[src/rtl/fetch_pkg.sv]
// Shared types and geometry helpers for the instruction-fetch stage and its cache array.
package fetch_pkg;

  typedef enum logic [1:0] {IDLE, LOOKUP, REFILL, RESPOND} fetch_state_t;

  localparam logic [31:0] INSTR_NOP = 32'h0000_0013;

  function automatic int off_w(input int line_words);
    return $clog2(line_words);
  endfunction

  function automatic int idx_w(input int lines);
    return $clog2(lines);
  endfunction

  function automatic int tag_w(input int lines, input int line_words);
    return 30 - $clog2(lines) - $clog2(line_words);
  endfunction

endpackage

[src/rtl/icache_array.sv]
// Direct-mapped tag/valid/data storage: one registered read port, word write,
// tag/valid write and a flash clear of all valid bits.
module icache_array
  import fetch_pkg::*;
#(
  parameter int LINES      = 16,
  parameter int LINE_WORDS = 4,
  localparam int IW  = idx_w(LINES),
  localparam int OFF = off_w(LINE_WORDS),
  localparam int OW  = (OFF > 0) ? OFF : 1,
  localparam int TW  = tag_w(LINES, LINE_WORDS)
) (
  input  logic          clk,
  input  logic          rst,
  input  logic          rd_en_i,
  input  logic [IW-1:0] rd_idx_i,
  input  logic [OW-1:0] rd_off_i,
  output logic          rd_valid_o,
  output logic [TW-1:0] rd_tag_o,
  output logic [31:0]   rd_data_o,
  input  logic          wr_en_i,
  input  logic [IW-1:0] wr_idx_i,
  input  logic [OW-1:0] wr_off_i,
  input  logic [31:0]   wr_data_i,
  input  logic          tv_we_i,
  input  logic [IW-1:0] tv_idx_i,
  input  logic [TW-1:0] tv_tag_i,
  input  logic          tv_valid_i,
  input  logic          clr_i
);

  logic [TW-1:0]    tag_mem  [LINES];
  logic [31:0]      data_mem [LINES][LINE_WORDS];
  logic [LINES-1:0] valid_q;
  logic             rd_valid_q;
  logic [TW-1:0]    rd_tag_q;
  logic [31:0]      rd_data_q;

  always_ff @(posedge clk) begin
    if (wr_en_i) data_mem[wr_idx_i][wr_off_i] <= wr_data_i;
    if (tv_we_i) tag_mem[tv_idx_i] <= tv_tag_i;
    if (rd_en_i) begin
      rd_tag_q  <= tag_mem[rd_idx_i];
      rd_data_q <= data_mem[rd_idx_i][rd_off_i];
    end
  end

  // A clear in the read cycle must already hide the line, so the read masks it.
  always_ff @(posedge clk or posedge rst) begin
    if (rst) begin
      valid_q    <= '0;
      rd_valid_q <= 1'b0;
    end else begin
      if (clr_i)        valid_q <= '0;
      else if (tv_we_i) valid_q[tv_idx_i] <= tv_valid_i;
      if (rd_en_i) rd_valid_q <= valid_q[rd_idx_i] & ~clr_i;
    end
  end

  assign rd_valid_o = rd_valid_q;
  assign rd_tag_o   = rd_tag_q;
  assign rd_data_o  = rd_data_q;

endmodule

[src/rtl/icache_fetch.sv]
// Instruction-fetch stage: direct-mapped I-cache lookup, line refill over a
// per-word req/ack handshake, and fence.i flash invalidate.
module icache_fetch
  import fetch_pkg::*;
#(
  parameter int LINES      = 16,
  parameter int LINE_WORDS = 4
) (
  input  logic        CLK,
  input  logic        reset,
  input  logic        fetch_enable,
  input  logic [31:0] fetch_addr,
  input  logic        invalidate,
  output logic        fetch_valid,
  output logic [31:0] instr_fetch,
  output logic        busy,
  output logic        mem_req,
  output logic [31:0] mem_addr,
  input  logic        mem_ack,
  input  logic [31:0] mem_rdata
);

  localparam int OFF = off_w(LINE_WORDS);
  localparam int IW  = idx_w(LINES);
  localparam int TW  = tag_w(LINES, LINE_WORDS);
  localparam int OW  = (OFF > 0) ? OFF : 1;

  fetch_state_t  state_q;
  logic [31:2]   req_addr_q;
  logic [OW-1:0] fill_cnt_q, f_off, r_off;
  logic [IW-1:0] f_idx, r_idx;
  logic [TW-1:0] r_tag, rd_tag;
  logic          cancel_q, fetch_valid_q, mem_req_q;
  logic [31:0]   instr_q, hold_q, mem_addr_q, mem_addr_d, rd_data;
  logic          rd_en, rd_valid, hit, ack, last;
  logic          unused_addr_lsbs;

  assign unused_addr_lsbs = ^fetch_addr[1:0];

  assign f_idx = fetch_addr[OFF+IW+1:OFF+2];
  assign r_idx = req_addr_q[OFF+IW+1:OFF+2];
  assign r_tag = req_addr_q[31:OFF+IW+2];

  generate
    if (OFF > 0) begin : g_off
      assign f_off = fetch_addr[OFF+1:2];
      assign r_off = req_addr_q[OFF+1:2];
    end else begin : g_no_off
      assign f_off = '0;
      assign r_off = '0;
    end
  endgenerate

  assign mem_addr_d = {req_addr_q[31:OFF+2], {(OFF+2){1'b0}}}
                    | {{(30-OW){1'b0}}, fill_cnt_q, 2'b00};

  assign rd_en = (state_q == IDLE) && fetch_enable;
  assign hit   = rd_valid && (rd_tag == r_tag);
  assign ack   = (state_q == REFILL) && mem_req_q && mem_ack;
  assign last  = (fill_cnt_q == OW'(LINE_WORDS - 1));

  icache_array #(.LINES(LINES), .LINE_WORDS(LINE_WORDS)) u_array (
    .clk        (CLK),
    .rst        (reset),
    .rd_en_i    (rd_en),
    .rd_idx_i   (f_idx),
    .rd_off_i   (f_off),
    .rd_valid_o (rd_valid),
    .rd_tag_o   (rd_tag),
    .rd_data_o  (rd_data),
    .wr_en_i    (ack),
    .wr_idx_i   (r_idx),
    .wr_off_i   (fill_cnt_q),
    .wr_data_i  (mem_rdata),
    .tv_we_i    (ack && last),
    .tv_idx_i   (r_idx),
    .tv_tag_i   (r_tag),
    .tv_valid_i (~cancel_q),
    .clr_i      (invalidate)
  );

  // mem_req is raised one cycle after entering REFILL and after each ack,
  // so every word costs one idle cycle plus its ack wait.
  always_ff @(posedge CLK or posedge reset) begin
    if (reset) begin
      state_q       <= IDLE;
      req_addr_q    <= '0;
      fill_cnt_q    <= '0;
      cancel_q      <= 1'b0;
      fetch_valid_q <= 1'b0;
      instr_q       <= '0;
      hold_q        <= '0;
      mem_req_q     <= 1'b0;
      mem_addr_q    <= '0;
    end else begin
      fetch_valid_q <= 1'b0;
      case (state_q)
        IDLE: if (fetch_enable) begin
          req_addr_q <= fetch_addr[31:2];
          state_q    <= LOOKUP;
        end
        LOOKUP: if (hit) begin
          instr_q       <= rd_data;
          fetch_valid_q <= 1'b1;
          state_q       <= IDLE;
        end else begin
          fill_cnt_q <= '0;
          cancel_q   <= 1'b0;
          state_q    <= REFILL;
        end
        REFILL: begin
          if (invalidate) cancel_q <= 1'b1;
          if (!mem_req_q) begin
            mem_req_q  <= 1'b1;
            mem_addr_q <= mem_addr_d;
          end else if (mem_ack) begin
            mem_req_q <= 1'b0;
            if (fill_cnt_q == r_off) hold_q <= mem_rdata;
            if (last) state_q    <= RESPOND;
            else      fill_cnt_q <= fill_cnt_q + OW'(1);
          end
        end
        RESPOND: begin
          instr_q       <= hold_q;
          fetch_valid_q <= 1'b1;
          state_q       <= IDLE;
        end
        default: state_q <= IDLE;
      endcase
    end
  end

  assign fetch_valid = fetch_valid_q;
  assign instr_fetch = instr_q;
  assign busy        = (state_q != IDLE);
  assign mem_req     = mem_req_q;
  assign mem_addr    = mem_addr_q;

endmodule

[config.mk]
export PLATFORM = sky130hd
export DESIGN_NAME = icache_fetch
export DESIGN_NICKNAME = d
export VERILOG_FILES = /design/src/rtl/fetch_pkg.sv /design/src/rtl/icache_array.sv /design/src/rtl/icache_fetch.sv
export SDC_FILE = /design/constraint.sdc
export NUM_CORES = 2
export LEC_CHECK = 0
export BUFFER_PORTS_ARGS = -buffer_cell sky130_fd_sc_hd__buf_2
export CAP_MARGIN = 40
export CORE_MARGIN = 4
export CORE_UTILIZATION = 55
export DETAILED_ROUTE_END_ITERATION = 8
export PLACE_DENSITY = 0.69
export SLEW_MARGIN = 20
export SYNTH_ARGS = -nofsm -noshare
export SYNTH_HDL_FRONTEND = slang
export SYNTH_SLANG_ARGS = --single-unit
[constraint.sdc]
create_clock -name CLK -period 6.8 [get_ports CLK]
set_clock_uncertainty 0.15 [all_clocks]
set_input_delay 1.02 -clock CLK [delete_from_list [all_inputs] [get_ports CLK]]
set_output_delay 1.02 -clock CLK [all_outputs]
set_load 0.01 [all_outputs]
## Word-level counts from Yosys, hierarchy flattened

Memory sizes are Yosys's and may differ from the RTL's. A register that Yosys moved wholly into a read port is not among the register bits.
Cells that the tools add are included.
Widths: inputs -> output; s select.

- Memory bits (read-only): 0
- Bits in latches: 0
- Input bits: 69
- Output and inout bits: 67
- Memories: 2
- RAM bits: 2432
- Bits in registers: 182

- $mul: 0
- Mux-type cells: 36
- Add/sub/neg operators: 1
- Equal/unequal tests: 14
- Shift operators: 0
- Bitwise operators: 7
- Order comparisons: 6
- Reductions and logical operators: 19
- Div/mod/pow operators: 0

Memories:

| memory | depth | bits a word | read ports | clocked after Yosys merged registers in | write ports | RTL line | source |
|---|---|---|---|---|---|---|---|
| u_array.data_mem | 16 | 128 | 1 | 0 | 1 | icache_array.sv:33 | `logic [31:0] data_mem [LINES][LINE_WORDS];` |
| u_array.tag_mem | 16 | 24 | 1 | 1 | 1 | icache_array.sv:32 | `logic [TW-1:0] tag_mem [LINES];` |

Operators with widths:

| cell | number |
|---|---|
| $mux 128 | 1 |
| $mux 32 | 4 |
| $bmux 32 s2 | 1 |
| $demux 32 s2 | 1 |
| $pmux 32 s2 | 1 |
| $mux 16 | 2 |
| $or 32x4->32 | 1 |
| $eq 24x24->1 | 1 |
| $mux 2 | 9 |
| $bwmux 16 | 1 |
| $ne 2x2->1 const B | 8 |
| $lt 4x5->1 const B | 2 |
| $mux 1 | 10 |
| $pmux 2 s4 | 1 |
| $reduce_and 4->1 | 2 |
| $reduce_bool 2->1 | 4 |
| $logic_and 1x1->1 | 7 |
| $eq 2x2->1 const B | 3 |
| $ge 3x3->1 const B | 2 |
| $not 2->3 | 2 |
| $reduce_and 2->1 | 3 |
| $reduce_and 5->1 | 1 |
| $bmux 1 s4 | 1 |
| $demux 1 s4 | 1 |
| 11 further kinds | 14 |

## Depth between registers and ports, before layout

- Depth in word-level cells: 7
- Depth in mapped cells: 11
- Gate-level depth less buffers: 6

## Cells and area by module

Synthesis repeated with hierarchy kept, for this count alone.

- Cells, all modules: 4507
- Area total of the unflattened synthesis: 100881.8 um2

By module, submodules not included:

| module | instances | area an instance (um2) | cells each |
|---|---|---|---|
| icache_array | 1 | 94763.4 | 4009 |
| icache_fetch | 1 | 6118.4 | 498 |

## Least setup slack after synthesis

OpenSTA, ideal clock, no wires.

- Kind: input to register
- Start: input port mem_ack
- End: memory u_array.data_mem[15][0] (netlist bit) (enable)
- Stages on the path: 4
- Buffers on the path: 1
- Setup slack: 2220 ps
- Data arrival time: 3958 ps
- Cell sequence: and3_1 nand2_1 clkbuf_1 nor2_1

- Cells in the longest elaborated chain, start to end: 3

RTL lines:

| what | RTL line | source |
|---|---|---|
| start: declaration | icache_fetch.sv:19 | `input logic mem_ack,` |
| $logic_and 1x1->1 | icache_fetch.sv:59 | `assign ack = (state_q == REFILL) && mem_req_q && mem_ack;` |
| $mux 1 | icache_array.sv:40 | `if (wr_en_i) data_mem[wr_idx_i][wr_off_i] <= wr_data_i;` |
| $mux 128 (not written as such) | icache_array.sv:40 |  |
| end: declaration | icache_array.sv:33 |  |

Every way passes these cells.

## Worst setup path after layout

- Start: register req_addr_q[9] (netlist bit)
- End: register instr_q[9], in the netlist instr_fetch[9]

- Cells in the longest elaborated chain, start to end: 4

RTL lines:

| what | RTL line | source |
|---|---|---|
| start: declaration | icache_fetch.sv:29 | `logic [31:2] req_addr_q;` |
| start signal: assignment | icache_fetch.sv:99 | `req_addr_q <= fetch_addr[31:2];` |
| $eq 24x24->1 | icache_fetch.sv:58 | `assign hit = rd_valid && (rd_tag == r_tag);` |
| $logic_and 1x1->1 | icache_fetch.sv:58 |  |
| $ne 2x2->1 (no line) | n/a |  |
| $reduce_and 2->1 (no line) | n/a |  |
| end signal: assignment | icache_fetch.sv:103 | `instr_q <= rd_data;` |
| end signal: assignment | icache_fetch.sv:124 | `instr_q <= hold_q;` |
| end: declaration | icache_fetch.sv:34 | `logic [31:0] instr_q, hold_q, mem_addr_q, mem_addr_d, rd_data;` |

Every way passes these cells.
A chain may end at the register's enable or synchronous reset.

==> results.json <==
{
  "dp.cells": 6860,
  "p_total_mw": 36.7,
  "chipWidth_um": 436,
  "yosysTopAreaCellShare_pct": 74.2,
  "cts_setup_buffers": 0,
  "r2r-start": "req_addr_q[9]",
  "fin_crit_sh_pct": 56.8,
  "layout_common_cells": "2488 x edfxtp_1, 631 x mux4_2, 289 x clkbuf_16",
  "core_mm2": 0.182,
  "p_leak_nw": 36.6,
  "fmax_mhz": 259,
  "hold_slack_ns": 0.172,
  "ios": 136,
  "yosys-top-cells-area": "edfxtp_1 74%, mux4_2 14%, dfrtp_1 3.7%",
  "avgRoutedWirePerCell_um": 33.3,
  "end_kind": "register",
  "cp_cell_sequence": "xnor2_1 -> nand4_1 -> nor4_2 -> buf_4 -> nand4b_1 -> buf_4 -> o22a_1 -> o21a_1",
  "run_status": "completed",
  "crit_start": "req_addr_q[9]",
  "post_cts_resized": 0,
  "pwr-share-comb_pct": 8.3,
  "num_vias": 48200,
  "avgSynthCellArea_um2": 22.7,
  "route.detailed.drc": 0,
  "drt_iter0_drc": 6341,
  "drive_above_1_share_pct": 29.8,
  "hp-start": "fetch_addr[30]",
  "synthFlopType": "edfxtp_1",
  "cts_tree": "built",
  "syn_area_mm2": 0.101,
  "synth_cell_types": 44,
  "worstPathMaxFanout": 27,
  "hold_depth": 2,
  "hpwl_um": 127000,
  "ant_nets": 0,
  "path_clk_slew_ns": 0.06,
  "drv_cap": 0,
  "period_minus_slack_ns": 3.86,
  "synthArstFlopShare_pct": 5.61,
  "start_util_pct": 55.5,
  "clk_latency_ns": 0.90,
  "critPathKind": "reg -> reg",
  "arrival_ns": 4.50,
  "yosys.area.top_type": "edfxtp_1",
  "required_ns": 7.44,
  "rsz0062_at_grt": "no",
  "die_area_mm2": 0.190,
  "antenna_found_initial": 15,
  "worst_pin_slew_ns": 1.01,
  "vias_per_cell": 6.56,
  "layout.nets": 4857,
  "std_cell_rows": 156,
  "yosysSeqAreaShare_pct": 77.8,
  "root_buffer": "clkbuf_16",
  "final_common_cell": "edfxtp_1",
  "p_sw_mw": 8.38,
  "tns_ns": 0,
  "grt_pass1_vias": 49200,
  "cpPeakStageDelay_ns": 0.61,
  "die_h_um": 436,
  "intPower_mw": 28.3,
  "power_frac_clock_pct": 38.7,
  "grt_max_degree": 132,
  "gr-total-overflow": 0,
  "start_kind": "register",
  "area_growth_pct": 13.4,
  "cts_htree_levels": 5,
  "cpMaxStageDelayCell": "dfrtp_1",
  "ys_warn_count": 0,
  "hold_buffers": 1,
  "io_buffers": 131,
  "clock_sinks": 2636,
  "netlist_instances": 4436,
  "grt_usage_pct": 25.9,
  "drtPass1Iterations": 6,
  "synth-edff-count": 2488,
  "fill_cells": 11900,
  "cp_common_cell": "buf_4",
  "hold_violations": 0,
  "p_per_area_mw_per_mm2": 321,
  "final_max_slew_viol_count": 0,
  "max-slew-margin-rel_pct": 31.2,
  "totalWireLength_um": 245000,
  "holdCritPathClass": "in -> reg",
  "gp_congestion": 0.794,
  "grt_pass1_wl_um": 353000,
  "setup_viol": 0,
  "cts_made_buffers": 281,
  "r2r_cells": 8,
  "vdd.ir_drop.worst_mv": 0.257,
  "finalNonFillerCells": 7351,
  "ys_ff_latch": 2636,
  "clock_tree.buffer_depth": 4,
  "seq_power_share_pct": 53.0,
  "switching_share_pct": 22.9
}
==> synthesized netlist by cell type (34+ instances only) <==
| cell type | number |
|---|---|
| buf_2 | 77 |
| mux4_2 | 631 |
| nor2_1 | 88 |
| dfrtp_1 | 148 |
| mux2_2 | 119 |
| edfxtp_1 | 2488 |
| o21ai_1 | 39 |
| mux2i_1 | 179 |
| a21oi_1 | 60 |
| a22oi_1 | 34 |
| clkbuf_1 | 92 |
| nand2_1 | 84 |
| o22ai_1 | 34 |
==> kinds of logic (layout without fill, tap and decap cells) <==
family / Yosys count / after routing / share of synthesized area [%]
AOI/OAI and AO/OA: 331 / 331 / 2.19
xor gates and xnor gates: 26 / 26 / 0.226
adders and majority gates: 4 / 4 / 0.0497
buffers and inverters: 254 / 794 / 1.35
DFF: 2636 / 2636 / 77.8
muxes: 929 / 929 / 17.2
other: 1 / 6 / 0.00372
and+or+nand+nor: 255 / 255 / 1.13
==> stage by stage <==
stage	util, %	setup WS, ns	cell area (µm²)
global placement	57.8	2.28	105000
floorplan	-	1.65	101000
CTS	62.9	2.78	114000
finish	63.0	2.94	114000
detailed placement	58.2	2.21	106000
global route	62.9	2.76	114000
==> metal layers <==
| layer | GRT usage (%) | share of wire, % | up-vias |
|---|---|---|---|
| li1 | - | - | 19400 |
| met1 | 37.0 | 39 | 25800 |
| met2 | 40.7 | 48 | 2574 |
| met3 | 5.82 | 9.5 | 426 |
| met4 | 8.22 | 3.1 | 4 |
| met5 | 0 | 0.011 | - |
==> area by class of cell <==
cell class | count | area (µm²) | share of cell area [%]
clock inverters | 102 | 788 | 0.690
inverters | 7 | 36.3 | 0.0318
flip-flops and latches | 2636 | 78400 | 68.6
multi-input cells | 1547 | 21500 | 18.8
well taps | 2370 | 2970 | 2.59
diodes | 4 | 10.0 | 0.00876
repair buffers | 311 | 2950 | 2.58
clock buffers | 374 | 7600 | 6.65
==> sequential cells by signal (all words and copies together), names as in the netlist, 16 cells and up, named ones only <==
name / flops
mem_addr: 30
u_array.valid_q: 16
hold_q: 32
req_addr_q: 30
u_array.data_mem: 2048
instr_fetch: 32
u_array.rd_data_o: 32
u_array.tag_mem: 384
u_array.rd_tag_o: 24
==> worst max-delay path: cells and delay by family, from the launching register on <==
kind	cells	cell delay, ns
AO/OA/AOI/OAI	2	0.60
XOR/XNOR	1	0.59
buffers and inverters	2	0.64
flip-flops	1	0.61
AND/OR/NAND/NOR	3	1.09
==> path summary, 6_finish.rpt <==
kind	to	slack (ns)
setup / recovery	instr_fetch[9]	2.94
hold / removal	req_addr_q[30]	0.17
setup reg to reg	instr_fetch[9]	2.94
min in group asynchronous	instr_fetch[29]	0.52
hold reg to reg	instr_fetch[0]	0.33
max in group asynchronous	req_addr_q[28]	4.76
==> power groups by stage <==
stage                     clock network, mW  registers [mW]  logic (mW)
after floorplan                           0            19.6        1.69
after global placement                    0            19.7        2.94
after detailed placement                  0            19.8        3.05
after CTS                              14.4            19.4        3.06
after global routing                   15.1            19.5        3.22
final                                  14.2            19.4        3.04
(Power assumes the default switching activity.)
